### src/rtl/ingress_multi_channel_packetizer_pkg.sv
// Shared definitions for the multi-channel ingress packetizer: default
// geometry, mode encodings, the header layout and the destination rule.
package ingress_multi_channel_packetizer_pkg;

    localparam int DEF_NUM_CHANNELS       = 4;
    localparam int DEF_PACKET_PAYLOAD_W   = 128;
    localparam int DEF_PACKET_HEADER_W    = 16;
    localparam int DEF_FIFO_DEPTH         = 4;
    localparam int DEF_MATCH_ID_HIGH      = 127;

    localparam int HDR_SRC_WIDTH          = 4;
    localparam int HDR_DEST_WIDTH         = 12;
    localparam int MATCH_ID_WIDTH         = 6;

    localparam logic [HDR_DEST_WIDTH-1:0] BROADCAST_ADDR = 12'hFFF;
    localparam logic [15:0]               DROP_COUNT_MAX = 16'hFFFF;

    typedef enum logic [1:0] {
        MODE_ROUTE_MATCH  = 2'b00,
        MODE_ROUTE_OPTION = 2'b01,
        MODE_BROADCAST    = 2'b10,
        MODE_DROP         = 2'b11
    } packetizer_mode_e;

    // Header occupies the top 16 bits of an egress word; payload sits below it.
    typedef struct packed {
        logic [HDR_SRC_WIDTH-1:0]  src;
        logic [HDR_DEST_WIDTH-1:0] dest;
    } packet_header_t;

    // Destination field for a word accepted in the given mode.
    function automatic logic [HDR_DEST_WIDTH-1:0] dest_for_mode(
        input packetizer_mode_e          mode,
        input logic [5:0]                option_pe,
        input logic [MATCH_ID_WIDTH-1:0] match_id
    );
        case (mode)
            MODE_ROUTE_MATCH:  return {6'b0, match_id};
            MODE_ROUTE_OPTION: return {6'b0, option_pe};
            default:           return BROADCAST_ADDR;
        endcase
    endfunction

endpackage

### src/rtl/ingress_multi_channel_packetizer_if.sv
// Bus bundle between the packetizer and its environment. The slave modport
// is the packetizer's view; master is the driving side.
//
// Handshake rule for every channel: a word moves on a rising edge where
// valid and ready are both high. Once raised, valid holds its word until
// accepted; ready may depend combinationally on valid (ingress) and on
// egress_ready, and egress_data is held stable while egress_valid is high
// and egress_ready is low.
interface ingress_multi_channel_packetizer_if
    import ingress_multi_channel_packetizer_pkg::*;
#(
    parameter int C_NUM_CHANNELS         = DEF_NUM_CHANNELS,
    parameter int C_PACKET_PAYLOAD_WIDTH = DEF_PACKET_PAYLOAD_W,
    parameter int C_PACKET_HEADER_WIDTH  = DEF_PACKET_HEADER_W,
    parameter int C_PACKET_WIDTH         = C_PACKET_PAYLOAD_WIDTH + C_PACKET_HEADER_WIDTH,
    parameter int C_FIFO_DEPTH           = DEF_FIFO_DEPTH
);
    logic [1:0]                                       mode;
    logic [7:0]                                       option;
    logic [C_NUM_CHANNELS-1:0]                        ingress_valid;
    logic [C_NUM_CHANNELS-1:0]                        ingress_ready;
    logic [C_NUM_CHANNELS*C_PACKET_PAYLOAD_WIDTH-1:0] ingress_data;
    logic                                             egress_valid;
    logic                                             egress_ready;
    logic [C_PACKET_WIDTH-1:0]                        egress_data;
    logic [$clog2(C_FIFO_DEPTH):0]                    fifo_count;
    logic [15:0]                                      drop_count;
    logic [3:0]                                       dbg_rr_ptr;

    modport slave (
        input  mode, option, ingress_valid, ingress_data, egress_ready,
        output ingress_ready, egress_valid, egress_data, fifo_count, drop_count, dbg_rr_ptr
    );

    modport master (
        output mode, option, ingress_valid, ingress_data, egress_ready,
        input  ingress_ready, egress_valid, egress_data, fifo_count, drop_count, dbg_rr_ptr
    );
endinterface

### src/rtl/ingress_multi_channel_packetizer_packet_fifo.sv
// Shift-style packet FIFO: entry 0 is always the head, so the egress word
// comes straight from a flop and stays put while the consumer stalls.
module packet_fifo #(
    parameter int C_WIDTH = 144,
    parameter int C_DEPTH = 4
) (
    input  logic                     clk,
    input  logic                     rst,
    input  logic                     i_push,
    input  logic [C_WIDTH-1:0]       i_data,
    input  logic                     i_pop,
    output logic                     o_valid,
    output logic                     o_full,
    output logic [C_WIDTH-1:0]       o_data,
    output logic [$clog2(C_DEPTH):0] o_count
);
    localparam int CNT_W = $clog2(C_DEPTH) + 1;

    logic [C_WIDTH-1:0] r_mem [C_DEPTH];
    logic [CNT_W-1:0]   r_count;
    logic               w_do_pop;
    logic               w_do_push;
    logic [CNT_W-1:0]   w_wr_idx;

    assign w_do_pop  = i_pop && (r_count != '0);
    assign w_do_push = i_push && ((r_count != CNT_W'(C_DEPTH)) || w_do_pop);
    // A simultaneous pop shifts everything down, so the new word lands one lower.
    assign w_wr_idx  = r_count - CNT_W'(w_do_pop);

    // Storage shift on pop, tail write on push, occupancy tracking.
    always_ff @(posedge clk) begin
        if (rst) begin
            for (int i = 0; i < C_DEPTH; i++) begin
                r_mem[i] <= '0;
            end
            r_count <= '0;
        end else begin
            if (w_do_pop) begin
                for (int i = 0; i < C_DEPTH - 1; i++) begin
                    r_mem[i] <= r_mem[i+1];
                end
            end
            if (w_do_push) begin
                for (int i = 0; i < C_DEPTH; i++) begin
                    if (CNT_W'(i) == w_wr_idx) begin
                        r_mem[i] <= i_data;
                    end
                end
            end
            case ({w_do_push, w_do_pop})
                2'b10:   r_count <= r_count + 1'b1;
                2'b01:   r_count <= r_count - 1'b1;
                default: r_count <= r_count;
            endcase
        end
    end

    assign o_valid = (r_count != '0);
    assign o_full  = (r_count == CNT_W'(C_DEPTH));
    assign o_data  = r_mem[0];
    assign o_count = r_count;

endmodule

### src/rtl/ingress_multi_channel_packetizer.sv
// Multi-channel ingress packetizer: round-robin pick of one ingress word per
// cycle, header insertion (route-match / option-route / broadcast), or
// counted discard in drop mode, feeding a small packet FIFO to the NoC.
module ingress_multi_channel_packetizer
    import ingress_multi_channel_packetizer_pkg::*;
#(
    parameter int C_NUM_CHANNELS         = DEF_NUM_CHANNELS,
    parameter int C_PACKET_PAYLOAD_WIDTH = DEF_PACKET_PAYLOAD_W,
    parameter int C_PACKET_HEADER_WIDTH  = DEF_PACKET_HEADER_W,
    parameter int C_PACKET_WIDTH         = C_PACKET_PAYLOAD_WIDTH + C_PACKET_HEADER_WIDTH,
    parameter int C_FIFO_DEPTH           = DEF_FIFO_DEPTH,
    parameter int C_MATCH_ID_HIGH        = DEF_MATCH_ID_HIGH
) (
    input logic                               clk,
    input logic                               rst,
    ingress_multi_channel_packetizer_if.slave bus
);
    localparam int CNT_W = $clog2(C_FIFO_DEPTH) + 1;
    localparam int W     = C_PACKET_PAYLOAD_WIDTH;

    logic [3:0]                r_rr_ptr;
    logic [15:0]               r_drop_count;

    packetizer_mode_e          w_mode;
    logic                      w_grant_found;
    logic [3:0]                w_grant_idx;
    logic [W-1:0]              w_grant_data;
    packet_header_t            w_header;
    logic [C_PACKET_WIDTH-1:0] w_fifo_din;
    logic [C_NUM_CHANNELS-1:0] w_ready;
    logic                      w_accept;
    logic                      w_push;
    logic                      w_pop;
    logic                      w_space;
    logic                      w_fifo_valid;
    logic                      w_fifo_full;
    logic [C_PACKET_WIDTH-1:0] w_fifo_head;
    logic [CNT_W-1:0]          w_fifo_count;
    logic [1:0]                w_unused;

    assign w_mode   = packetizer_mode_e'(bus.mode);
    assign w_unused = bus.option[7:6];

    // Round-robin search: first valid at or above rr_ptr, else first valid below it.
    always_comb begin
        w_grant_found = 1'b0;
        w_grant_idx   = '0;
        for (int j = 0; j < C_NUM_CHANNELS; j++) begin
            if (!w_grant_found && bus.ingress_valid[j] && (4'(j) >= r_rr_ptr)) begin
                w_grant_found = 1'b1;
                w_grant_idx   = 4'(j);
            end
        end
        for (int j = 0; j < C_NUM_CHANNELS; j++) begin
            if (!w_grant_found && bus.ingress_valid[j]) begin
                w_grant_found = 1'b1;
                w_grant_idx   = 4'(j);
            end
        end
    end

    // Payload mux for the granted channel.
    always_comb begin
        w_grant_data = '0;
        for (int j = 0; j < C_NUM_CHANNELS; j++) begin
            if (4'(j) == w_grant_idx) begin
                w_grant_data = bus.ingress_data[j*W +: W];
            end
        end
    end

    assign w_header.src  = w_grant_idx;
    assign w_header.dest = dest_for_mode(w_mode, bus.option[5:0],
                                         w_grant_data[C_MATCH_ID_HIGH -: MATCH_ID_WIDTH]);
    assign w_fifo_din    = {w_header, w_grant_data};

    // A full FIFO still has room this cycle if its head leaves on the same edge.
    assign w_pop   = w_fifo_valid && bus.egress_ready;
    assign w_space = !w_fifo_full || w_pop;

    // Ready only to the granted channel; drop mode never needs FIFO room.
    always_comb begin
        w_ready = '0;
        for (int j = 0; j < C_NUM_CHANNELS; j++) begin
            w_ready[j] = !rst && w_grant_found && (4'(j) == w_grant_idx)
                         && ((w_mode == MODE_DROP) || w_space);
        end
    end

    assign w_accept = |(w_ready & bus.ingress_valid);
    assign w_push   = w_accept && (w_mode != MODE_DROP);

    // Pointer moves past the winner after each accept; holds when idle.
    always_ff @(posedge clk) begin
        if (rst) begin
            r_rr_ptr <= '0;
        end else if (w_accept) begin
            r_rr_ptr <= (w_grant_idx == 4'(C_NUM_CHANNELS - 1)) ? 4'd0 : w_grant_idx + 4'd1;
        end
    end

    // Saturating count of words swallowed in drop mode.
    always_ff @(posedge clk) begin
        if (rst) begin
            r_drop_count <= '0;
        end else if (w_accept && (w_mode == MODE_DROP) && (r_drop_count != DROP_COUNT_MAX)) begin
            r_drop_count <= r_drop_count + 16'd1;
        end
    end

    packet_fifo #(
        .C_WIDTH (C_PACKET_WIDTH),
        .C_DEPTH (C_FIFO_DEPTH)
    ) u_packet_fifo (
        .clk     (clk),
        .rst     (rst),
        .i_push  (w_push),
        .i_data  (w_fifo_din),
        .i_pop   (w_pop),
        .o_valid (w_fifo_valid),
        .o_full  (w_fifo_full),
        .o_data  (w_fifo_head),
        .o_count (w_fifo_count)
    );

    assign bus.ingress_ready = w_ready;
    assign bus.egress_valid  = w_fifo_valid;
    assign bus.egress_data   = w_fifo_head;
    assign bus.fifo_count    = w_fifo_count;
    assign bus.drop_count    = r_drop_count;
    assign bus.dbg_rr_ptr    = r_rr_ptr;

endmodule
### src/flat_wrapper.sv
// flat-port wrapper written by rule: the top's interface ports become plain ports
module ingress_multi_channel_packetizer_flat import ingress_multi_channel_packetizer_pkg::*;
#(
    parameter int C_NUM_CHANNELS         = DEF_NUM_CHANNELS,
    parameter int C_PACKET_PAYLOAD_WIDTH = DEF_PACKET_PAYLOAD_W,
    parameter int C_PACKET_HEADER_WIDTH  = DEF_PACKET_HEADER_W,
    parameter int C_PACKET_WIDTH         = C_PACKET_PAYLOAD_WIDTH + C_PACKET_HEADER_WIDTH,
    parameter int C_FIFO_DEPTH           = DEF_FIFO_DEPTH,
    parameter int C_MATCH_ID_HIGH        = DEF_MATCH_ID_HIGH
)
  (clk, rst, bus_mode, bus_option, bus_ingress_valid, bus_ingress_data, bus_egress_ready, bus_ingress_ready, bus_egress_valid, bus_egress_data, bus_fifo_count, bus_drop_count, bus_dbg_rr_ptr);
  ingress_multi_channel_packetizer_if #(.C_NUM_CHANNELS(C_NUM_CHANNELS), .C_PACKET_PAYLOAD_WIDTH(C_PACKET_PAYLOAD_WIDTH), .C_PACKET_HEADER_WIDTH(C_PACKET_HEADER_WIDTH), .C_PACKET_WIDTH(C_PACKET_WIDTH), .C_FIFO_DEPTH(C_FIFO_DEPTH)) bus_i ();
  input logic clk;
  input logic rst;
  input wire logic [$bits(bus_i.mode)-1:0] bus_mode;
  input wire logic [$bits(bus_i.option)-1:0] bus_option;
  input wire logic [$bits(bus_i.ingress_valid)-1:0] bus_ingress_valid;
  input wire logic [$bits(bus_i.ingress_data)-1:0] bus_ingress_data;
  input wire logic [$bits(bus_i.egress_ready)-1:0] bus_egress_ready;
  output wire logic [$bits(bus_i.ingress_ready)-1:0] bus_ingress_ready;
  output wire logic [$bits(bus_i.egress_valid)-1:0] bus_egress_valid;
  output wire logic [$bits(bus_i.egress_data)-1:0] bus_egress_data;
  output wire logic [$bits(bus_i.fifo_count)-1:0] bus_fifo_count;
  output wire logic [$bits(bus_i.drop_count)-1:0] bus_drop_count;
  output wire logic [$bits(bus_i.dbg_rr_ptr)-1:0] bus_dbg_rr_ptr;
  assign bus_i.mode = bus_mode;
  assign bus_i.option = bus_option;
  assign bus_i.ingress_valid = bus_ingress_valid;
  assign bus_i.ingress_data = bus_ingress_data;
  assign bus_i.egress_ready = bus_egress_ready;
  assign bus_ingress_ready = bus_i.ingress_ready;
  assign bus_egress_valid = bus_i.egress_valid;
  assign bus_egress_data = bus_i.egress_data;
  assign bus_fifo_count = bus_i.fifo_count;
  assign bus_drop_count = bus_i.drop_count;
  assign bus_dbg_rr_ptr = bus_i.dbg_rr_ptr;
  ingress_multi_channel_packetizer #(.C_NUM_CHANNELS(C_NUM_CHANNELS), .C_PACKET_PAYLOAD_WIDTH(C_PACKET_PAYLOAD_WIDTH), .C_PACKET_HEADER_WIDTH(C_PACKET_HEADER_WIDTH), .C_PACKET_WIDTH(C_PACKET_WIDTH), .C_FIFO_DEPTH(C_FIFO_DEPTH), .C_MATCH_ID_HIGH(C_MATCH_ID_HIGH)) u_core (.clk(clk), .rst(rst), .bus(bus_i));
endmodule
### config.mk
export PLATFORM = sky130hd
export DESIGN_NAME = ingress_multi_channel_packetizer_flat
export DESIGN_NICKNAME = d
export VERILOG_FILES = /design/src/rtl/ingress_multi_channel_packetizer_pkg.sv /design/src/rtl/ingress_multi_channel_packetizer_if.sv /design/src/rtl/ingress_multi_channel_packetizer_packet_fifo.sv /design/src/rtl/ingress_multi_channel_packetizer.sv /design/src/flat_wrapper.sv
export SDC_FILE = /design/constraint.sdc
export NUM_CORES = 1
export LEC_CHECK = 0
export ABC_AREA = 1
export BUFFER_PORTS_ARGS = -buffer_cell sky130_fd_sc_hd__buf_2
export CAP_MARGIN = 20
export CORE_AREA = 2 2 276 278
export DETAILED_ROUTE_END_ITERATION = 8
export DIE_AREA = 0 0 278 280
export SETUP_SLACK_MARGIN = 0.1
export SYNTH_ARGS = -nofsm -noshare
export SYNTH_HDL_FRONTEND = slang
export SYNTH_SLANG_ARGS = --single-unit
### constraint.sdc
create_clock -name clk -period 16.7 [get_ports clk]
set_input_delay 1.67 -clock clk [delete_from_list [all_inputs] [get_ports clk]]
set_output_delay 1.67 -clock clk [all_outputs]
set_load 0.01 [all_outputs]
## Yosys cells after proc, flatten, opt, wreduce, memory -nomap -nowiden

Memories as Yosys holds them, arrays and structs flattened.
Cells that the tools add are included.

| storage, ports and cells | value |
|---|---|
| bits in read-only memories | 0 |
| memory bits (writable) | 576 |
| word-level logic and storage cells | 130 |
| bits in registers | 23 |
| bits in latches | 0 |
| memories kept | 1 |
| bits of input ports | 529 |
| output and inout port bits | 172 |

| cells by class | value |
|---|---|
| multiply operators | 0 |
| reduce and logical (&&, ||, !) cells | 44 |
| mux-type cells | 50 |
| order comparisons | 4 |
| div/mod/pow operators | 0 |
| add/sub/neg operators | 5 |
| bitwise logic cells | 8 |
| equality and inequality tests | 15 |
| shift operators | 0 |

Memories:

| name | depth | bits a word | read ports | clocked after memory_dff | write ports | line | text |
|---|---|---|---|---|---|---|---|
| u_core.u_packet_fifo.r_mem | 4 | 144 | 4 | 0 | 4 | ingress_multi_channel_packetizer_packet_fifo.sv:19 | `logic [C_WIDTH-1:0] r_mem [C_DEPTH];` |

Operators with widths:

| operator | count |
|---|---|
| $mux W144 | 7 |
| $mux W128 | 4 |
| $mux W1 | 30 |
| $logic_and A1 B1 Y1 | 26 |
| $pmux W12 S2 | 1 |
| $add A16 B1 Y16 const B | 1 |
| $ne A16 B16 Y1 const B | 1 |
| $mux W2 | 6 |
| $logic_not A1 Y1 | 9 |
| $ge A1 B4 Y1 const A | 2 |
| $ge A2 B4 Y1 const A | 2 |
| $or A1 B1 Y1 | 7 |
| $eq A2 B2 Y1 const B | 3 |
| $eq A2 B3 Y1 const A | 2 |
| $pmux W3 S2 | 1 |
| $and A4 B4 Y4 | 1 |
| $eq A2 B1 Y1 const B | 2 |
| $eq A2 B2 Y1 const A | 2 |
| $logic_not A4 Y1 | 1 |
| $mux W4 | 1 |
| $reduce_or A4 Y1 | 1 |
| $add A2 B1 Y3 const B | 1 |
| $add A3 B1 Y3 const B | 1 |
| $eq A1 B3 Y1 const A | 1 |
| 11 further kinds | 13 |

## Longest topological paths before layout

Gate-level depths: netlist of the first run.

| depth | value |
|---|---|
| depth in word-level cells | 38 |
| depth in mapped cells | 24 |
| depth with buffers taken out | 23 |

## Modules after synthesis

A second synthesis of the first run with hierarchy kept.

| unflattened totals | value |
|---|---|
| cell total of the unflattened synthesis | 3772 |
| area total of the unflattened synthesis | 31625.3 sq um |

By module, submodules not included:

| module | cells an instance | seq. area each (sq um) | area an instance (sq um) | times used |
|---|---|---|---|---|
| packet_fifo | 2950 | 17356.6 | 26822.0 | 1 |
| ingress_multi_channel_packetizer | 822 | 360.3 | 4803.4 | 1 |

## Least setup slack after synthesis of the first run

OpenSTA, ideal clock, no wires.

| timing path | value |
|---|---|
| kind | input to register |
| start point | input bus_ingress_valid[1] |
| end point | memory u_core.u_packet_fifo.r_mem[3][0] (enable) |
| library setup time | 1175 ps |
| data required time | 15525 ps |
| setup slack | 9445 ps |
| cell stages on the path | 19 |
| path buffers | 3 |
| arrival | 6080 ps |
| cells stage by stage | inv_1 > o21ai_0 > a21oi_1 > nand2_1 > inv_1 > nor3_1 > inv_1 > ha_1 > buf_2 > nand2_1 > inv_1 > nand4_1 > nand2_2 > nor2_4 > nor2_4 > nand2_1 > buf_2 > buf_2 > nand2_1 |

RTL lines:

| what | line | text |
|---|---|---|
| start, declared | flat_wrapper.sv:17 | `input wire logic [$bits(bus_i.ingress_valid)-1:0] bus_ingress_valid;` |
| end, declared | ingress_multi_channel_packetizer_packet_fifo.sv:19 |  |

==> results of run 1 <==
## registers in the layout, indices dropped and copies added (netlist names)
| signal | cells |
|---|---|
| u_core.u_packet_fifo.o_count | 3 |
| u_core.bus.dbg_rr_ptr | 2 |
| u_core.bus.drop_count | 16 |
| u_core.u_packet_fifo.r_mem | 548 |
## cells in the final DEF (no fill, tap or decap), types with 5 or more instances in the layout
master and instances:
sky130_fd_sc_hd__a22oi_1 7, sky130_fd_sc_hd__inv_6 5, sky130_fd_sc_hd__nand2_4 6, sky130_fd_sc_hd__nor2_1 257, sky130_fd_sc_hd__o31ai_1 83, sky130_fd_sc_hd__edfxtp_1 548
sky130_fd_sc_hd__nor3_1 11, sky130_fd_sc_hd__a21oi_1 263, sky130_fd_sc_hd__clkbuf_16 67, sky130_fd_sc_hd__buf_2 694, sky130_fd_sc_hd__xor2_1 10, sky130_fd_sc_hd__buf_4 29
sky130_fd_sc_hd__clkinv_2 8, sky130_fd_sc_hd__o21ai_0 255, sky130_fd_sc_hd__bufinv_16 6, sky130_fd_sc_hd__nand3_1 17, sky130_fd_sc_hd__o22ai_1 6, sky130_fd_sc_hd__o21a_1 89
sky130_fd_sc_hd__nand4_1 6, sky130_fd_sc_hd__clkbuf_1 13, sky130_fd_sc_hd__clkinv_1 19, sky130_fd_sc_hd__nand2_1 1201, sky130_fd_sc_hd__diode_2 6, sky130_fd_sc_hd__dfxtp_1 21
sky130_fd_sc_hd__nand2_2 106, sky130_fd_sc_hd__inv_1 443
## cell families after synthesis
family,Yosys count,synth area share
AOI/OAI and AO/OA,707,0.131
adders and majority gates,9,0.00391
other,1,0.000122
buffers and inverters,701,0.103
DFF,569,0.549
xor gates and xnor gates,12,0.00342
and+or+nand+nor,1616,0.210
## stage by stage
stage                     power (mW)  setup WS, ns
after global placement          4.64          8.97
final                           6.04          9.61
after floorplan                 3.89          9.45
after global routing            6.44          9.13
after detailed placement        4.66          8.98
after CTS                       6.10          9.62
## power by group through the flow
stage               Combinational (mW)  Clock (mW)  Sequential [mW]
floorplan                         1.41           0             2.48
CTS                               2.30        1.45             2.35
global placement                  2.29           0             2.36
finish                            2.28        1.42             2.34
global route                      2.55        1.51             2.39
detailed placement                2.29           0             2.37
## cell type report
| class | count | area share |
|---|---|---|
| multi-input cells | 2348 | 0.297 |
| inverters | 453 | 0.0471 |
| clock inverters | 36 | 0.00916 |
| diodes | 6 | 0.000412 |
| clock buffers | 81 | 0.0477 |
| flip-flops and latches | 569 | 0.463 |
| repair buffers | 724 | 0.102 |
| well taps | 978 | 0.0336 |
## routing by layer
metal | track usage | up-vias | part of all wire
met3 | 0.0470 | 136 | 0.071
met1 | 0.322 | 12100 | 0.43
li1 | - | 12800 | -
met5 | 0 | - | 0.00035
met4 | 0.0823 | 6 | 0.028
met2 | 0.389 | 871 | 0.47
## worst max-delay path by stage
stage | start | depth (start not counted) | end | slack [ns]
finish | bus_ingress_valid[1] | 17 | u_core.u_packet_fifo.r_mem[0][56] | 9.61
global route | bus_ingress_valid[1] | 20 | u_core.u_packet_fifo.r_mem[0][63] | 9.13
CTS | bus_ingress_valid[1] | 20 | u_core.u_packet_fifo.r_mem[0][61] | 9.62
detailed placement | bus_ingress_valid[1] | 17 | u_core.u_packet_fifo.r_mem[0][61] | 8.98
global placement | bus_ingress_valid[1] | 17 | u_core.u_packet_fifo.r_mem[0][61] | 8.97
floorplan | bus_ingress_valid[1] | 19 | u_core.u_packet_fifo.r_mem[3][0] | 9.45
## worst max-delay path: stages
cell                       delay, ns
sky130_fd_sc_hd__buf_2          0.14
sky130_fd_sc_hd__inv_1          0.15
sky130_fd_sc_hd__o21ai_0        0.12
sky130_fd_sc_hd__o21ai_0        0.73
sky130_fd_sc_hd__ha_4           0.89
sky130_fd_sc_hd__nand2_1        0.17
sky130_fd_sc_hd__clkinv_1       0.08
sky130_fd_sc_hd__nand4_1        0.10
sky130_fd_sc_hd__nand2_2        0.13
sky130_fd_sc_hd__inv_1          0.05
sky130_fd_sc_hd__nand2_2        0.11
sky130_fd_sc_hd__nand3_4        0.45
sky130_fd_sc_hd__nand3b_4       0.71
sky130_fd_sc_hd__buf_4          0.72
sky130_fd_sc_hd__buf_4          0.85
sky130_fd_sc_hd__nand2_1        0.10
sky130_fd_sc_hd__nand2_1        0.15
==> reports/summary.json, run 1 <==
{
  "power": {
    "powerDensity_mw_per_mm2": 166,
    "seqPwrFrac": 0.388,
    "leakage_nw": 18.2,
    "cellInternalPower_mw": 3.67,
    "power.switching_fraction": 0.392,
    "irDropWorstVdd_mv": 0.105,
    "share_comb_of_total_power": 0.377,
    "power_frac_clock": 0.235,
    "switching_power_mw": 2.37
  },
  "finish": {
    "area_taken_by_multi_input_logic_gates_mm2": 0.0108,
    "post-route-util": 0.485,
    "layout-drive-gt1-share": 0.225,
    "layout.cells.non_filler": 5195,
    "area_delta_synth_final_pct": 18.5,
    "fill_cells": 7345,
    "design.final.nets": 4701,
    "stdcell_area_mm2": 0.0365,
    "footprint_of_the_flip_flops_and_latches_mm2": 0.0169
  },
  "route": {
    "vias_per_cell": 4.99,
    "detail_route.wl_per_cell_um": 18.5,
    "drt_first_pass_iters": 5,
    "drt_drc_violations_left": 0,
    "initialDrtViolationCount": 2039,
    "final_antenna_net_count": 0,
    "detail_route.wirelength_um": 96200,
    "vias": 25900
  },
  "global_routing": {
    "global_route.overflow_total": 0,
    "number_of_antenna_violations_at_the_first_check_in_global_routing": 9,
    "first_pass_grt_wire_length_um": 145000,
    "grt_max_degree": 177,
    "grt.total_usage": 0.240,
    "via_count_of_the_first_global_routing_pass": 24400
  },
  "setup_path": {
    "crit_required_ns": 17.14,
    "max_fanout_on_critical_path": 84,
    "setup.worst_path.class": "in2reg",
    "critical_path.reg2reg.endpoint": "u_core.u_packet_fifo.r_mem[0][56]",
    "worst_r2r_path_depth": 17,
    "reg2reg_from": "u_core.bus.dbg_rr_ptr[1]",
    "setup.worst_path.start_class": "input pin",
    "critPathCaptureType": "flop",
    "cp.arrival_ns": 7.53,
    "ff2ff_setup_slack_ns": 10.43
  },
  "logic_synthesis": {
    "async_s_r_ff_share_synth": 0,
    "synth.lib_cells_used.distinct": 40,
    "average_size_of_a_mapped_cell_um2": 8.51,
    "top_reg_cell_synth": "sky130_fd_sc_hd__edfxtp_1",
    "most_area_consuming_cells_after_synthesis": "sky130_fd_sc_hd__edfxtp_1 (54%), sky130_fd_sc_hd__nand2_1 (15%), sky130_fd_sc_hd__inv_1 (5.4%), sky130_fd_sc_hd__a21oi_1 (4.3%), sky130_fd_sc_hd__o21ai_0 (4.1%)",
    "synth-seq-cells": 569,
    "netlist_area_mm2": 0.0308,
    "synth_most_common_cell": "sky130_fd_sc_hd__nand2_1",
    "synth.cells.most_frequent": "sky130_fd_sc_hd__nand2_1 (1,206), sky130_fd_sc_hd__edfxtp_1 (548), sky130_fd_sc_hd__inv_1 (445)",
    "synthDominantAreaCellType": "sky130_fd_sc_hd__edfxtp_1",
    "synth_sequential_area_ratio": 0.549,
    "yosysWarnings": 0,
    "synth_top_area_share": 0.535,
    "synth-edff-count": 548,
    "post_synth_inst_count": 3615
  },
  "hold_path": {
    "hold_end": "u_core.u_packet_fifo.r_mem[2][118]",
    "whs_path_depth": 2,
    "worstHoldStart": "u_core.u_packet_fifo.r_mem[3][118]",
    "min_path_type": "reg2reg"
  },
  "floorplanning": {
    "core_area_mm2": 0.0752,
    "start_util": 0.409,
    "fp.dieH_um": 280,
    "num_rows": 101,
    "chipWidth_um": 278,
    "design.die.area_mm2": 0.0778,
    "num_io_pins": 701
  },
  "placed_design": {
    "final_estimated_routing_congestion_in_global_placement": 0.865,
    "post-dp-hpwl_um": 60000,
    "dpl_cell_area_mm2": 0.0344,
    "place_inst": 5072,
    "place.port_buffers": 694
  },
  "sta": {
    "finalMaxSlewViolations": 0,
    "tightest_slew_ns": 1.15,
    "finalHoldWorstSlack_ns": 0.510,
    "max_clock_freq_ghz": 0.141,
    "slew-limit-headroom": 0.234,
    "rsz0062_at_grt": "no",
    "min_period_over_period": 0.425,
    "setup-violations-final": 0,
    "setup-tns-final_ns": 0,
    "fin_worst_skew_ns": 0.0262,
    "min_period_ns": 7.09,
    "finalHoldViolations": 0
  },
  "clock_network": {
    "clock_tree.buffer_depth": 3,
    "numClockSinks": 569,
    "clkTransAtPathRegs_ns": 0.06,
    "ctsHoldBuffers": 0,
    "cts_repair_resize_count": 0,
    "cts_tree": "yes",
    "clkLatencyLatePin_ns": 0.58,
    "root_cell_of_the_clock_tree": "sky130_fd_sc_hd__clkbuf_16",
    "cts_setup_buffers": 0,
    "cts_made_buffers": 67,
    "cts_htree_levels": 3
  },
  "flow_run": {
    "cap_viol_max_count": 0
  },
  "status": {
    "run_status": "complete, no violations"
  }
}
No activity file was read; power rests on OpenSTA's default activity.
==> run 2: changes to the inputs <==
- CORE_AREA: 2 2 276 278 -> 2 2 275 277
- DIE_AREA: 0 0 278 280 -> 0 0 277 279
- PLACE_DENSITY: not set -> 0.66
- clock period: 16.7 -> 6 ns (I/O delays scaled with it)
==> run 2 against run 1 <==
Compared with the run above: critical path type is now reg2reg; utilization grew 0.85 points; count of clock-buffer cells in the layout shrank 7; worst hold slack lost 0.13 ns; total power grew to 2.7 times the previous value; die area shrank 0.72%; critical endpoint is now u_core.u_packet_fifo.r_mem[0][63]; setup slack lost 8.0 ns; design area grew 0.24%; non-clock buffer count grew 22; flip-flop and latch count is the same; global-route usage shrank 0.53 points.
==> reports/summary.json, run 2 (synthesis gave the netlist of run 1 again) <==
{
  "clock_network": {
    "cts_repair_resize_count": 0,
    "clock_tree.buffer_depth": 3,
    "clkTransAtPathRegs_ns": 0.06,
    "numClockSinks": 569,
    "ctsHoldBuffers": 0,
    "cts_setup_buffers": 0,
    "cts_htree_levels": 2,
    "clkLatencyLatePin_ns": 0.60,
    "root_cell_of_the_clock_tree": "sky130_fd_sc_hd__clkbuf_16",
    "cts_made_buffers": 60,
    "cts_tree": "yes"
  },
  "setup_path": {
    "critPathCaptureType": "flop",
    "max_fanout_on_critical_path": 94,
    "crit_required_ns": 6.46,
    "setup.worst_path.class": "reg2reg",
    "cp.arrival_ns": 4.81,
    "setup.worst_path.start_class": "flop"
  },
  "placed_design": {
    "place.port_buffers": 694,
    "place_worst_setup_slack_ns": 1.37,
    "final_estimated_routing_congestion_in_global_placement": 0.869,
    "post-dp-hpwl_um": 60400
  },
  "global_routing": {
    "first_pass_grt_wire_length_um": 142000,
    "number_of_antenna_violations_at_the_first_check_in_global_routing": 8,
    "grt_max_degree": 146,
    "global_route.overflow_total": 0,
    "via_count_of_the_first_global_routing_pass": 24800,
    "grt.total_usage": 0.235
  },
  "finish": {
    "largest_register_ffs": 548,
    "area_delta_synth_final_pct": 18.8,
    "layout-drive-gt1-share": 0.228,
    "fill_cells": 7101,
    "design.final.nets": 4716,
    "largest-register": "u_core.u_packet_fifo.r_mem",
    "layout.cells.most_common": "sky130_fd_sc_hd__nand2_1",
    "most-common-layout-cells": "sky130_fd_sc_hd__nand2_1 (1,201), sky130_fd_sc_hd__buf_2 (694), sky130_fd_sc_hd__edfxtp_1 (548)"
  },
  "sta": {
    "min_period_ns": 4.35,
    "min_period_over_period": 0.725,
    "tightest_slew_ns": 1.03,
    "setup-violations-final": 0,
    "max_clock_freq_ghz": 0.230,
    "finalMaxSlewViolations": 0,
    "rsz0062_at_grt": "no",
    "fin_worst_skew_ns": 0.0145,
    "slew-limit-headroom": 0.311,
    "setup-tns-final_ns": 0,
    "finalHoldViolations": 0,
    "fin_ws_ns": 1.65
  },
  "route": {
    "final_antenna_net_count": 0,
    "drt_drc_violations_left": 0,
    "initialDrtViolationCount": 2202,
    "detail_route.wirelength_um": 94100,
    "drt_first_pass_iters": 7,
    "vias_per_cell": 5.06,
    "detail_route.wl_per_cell_um": 18.1,
    "vias": 26200
  },
  "floorplanning": {
    "core_area_mm2": 0.0741,
    "chipWidth_um": 277,
    "start_util": 0.415,
    "num_rows": 100,
    "num_io_pins": 701,
    "fp.dieH_um": 279,
    "design.die.area_mm2": 0.0773
  },
  "power": {
    "powerDensity_mw_per_mm2": 454,
    "irDropWorstVdd_mv": 0.317,
    "leakage_nw": 18.3
  },
  "hold_path": {
    "min_path_type": "in2reg"
  },
  "status": {
    "run_status": "complete, no violations"
  },
  "flow_run": {
    "cap_viol_max_count": 0
  }
}
## run 2: cell types whose count changed in the layout (fill, tap and decap cells not counted), sizes merged
cell | previous run | this run
buf | 724 | 746
clkbuf | 81 | 74
clkinv | 28 | 23
diode | 6 | 3
clkinvlp | 3 | 1
inv | 452 | 450
## run 2: per-layer routing
| layer | share of wire | GRT usage | vias to the layer above |
|---|---|---|---|
| li1 | - | - | 12800 |
| met1 | 0.42 | 0.314 | 12300 |
| met2 | 0.47 | 0.390 | 1049 |
| met3 | 0.071 | 0.0371 | 139 |
| met4 | 0.029 | 0.0766 | 4 |
| met5 | 0.00029 | 0 | - |
## run 2: through the flow
step / utilization / instances / cell area, um2 / hold WS [ns] / total power [mW]
5_1_grt: 0.493 / 5188 / 36500 / 0.391 / 17.6
6_report: 0.493 / 5189 / 36500 / 0.377 / 16.6
3_5_place_dp: 0.468 / 5085 / 34700 / 0.501 / 13.0
2_1_floorplan: - / 3618 / 30800 / 0.494 / 10.8
4_1_cts: 0.493 / 5186 / 36500 / 0.341 / 16.7
3_3_place_gp: 0.468 / 5085 / 34700 / 0.487 / 12.9
## run 2: path summary, 6_finish.rpt
path	slack, ns	to	startpoint	cells past startpoint
worst min-delay path	0.38	u_core.u_packet_fifo.r_mem[2][139]	bus_mode[1]	3
worst max register to register	1.65	u_core.u_packet_fifo.r_mem[0][63]	u_core.bus.dbg_rr_ptr[1]	17
worst max-delay path	1.65	u_core.u_packet_fifo.r_mem[0][63]	u_core.bus.dbg_rr_ptr[1]	17
worst min register to register	0.51	u_core.bus.drop_count[9]	u_core.bus.drop_count[9]	2
## run 2: cell type report
class / instances / area [um2] / area share
clock buffers: 74 / 1580 / 0.0431
diodes: 3 / 7.51 / 0.000205
clock inverters: 27 / 288 / 0.00787
inverters: 453 / 1720 / 0.0469
repair buffers: 746 / 4000 / 0.109
flip-flops and latches: 569 / 16900 / 0.462
well taps: 969 / 1210 / 0.0332
multi-input cells: 2348 / 10900 / 0.297
## run 2: worst max-delay path: stages (launching register included)
cell and delay, ns:
sky130_fd_sc_hd__dfxtp_1 0.47, sky130_fd_sc_hd__nand2_2 0.12, sky130_fd_sc_hd__a21oi_4 0.19, sky130_fd_sc_hd__nand4_1 0.10, sky130_fd_sc_hd__o21ai_0 0.13, sky130_fd_sc_hd__buf_4 0.22
sky130_fd_sc_hd__ha_4 0.32, sky130_fd_sc_hd__nand2_1 0.15, sky130_fd_sc_hd__clkinv_1 0.06, sky130_fd_sc_hd__nand4_1 0.10, sky130_fd_sc_hd__nand2_2 0.14, sky130_fd_sc_hd__nor2_4 0.06
sky130_fd_sc_hd__nor2_4 0.23, sky130_fd_sc_hd__nand2_8 0.34, sky130_fd_sc_hd__inv_6 0.84, sky130_fd_sc_hd__buf_4 0.42, sky130_fd_sc_hd__nand2_1 0.10, sky130_fd_sc_hd__nand2_1 0.10
## run 2: power by group
part | internal, mW | total [mW] | switching, mW
clock network | 2.10 | 3.63 | 1.53
logic | 1.88 | 6.43 | 4.55
registers | 6.12 | 6.52 | 0.400
total | 10.1 | 16.6 | 6.49
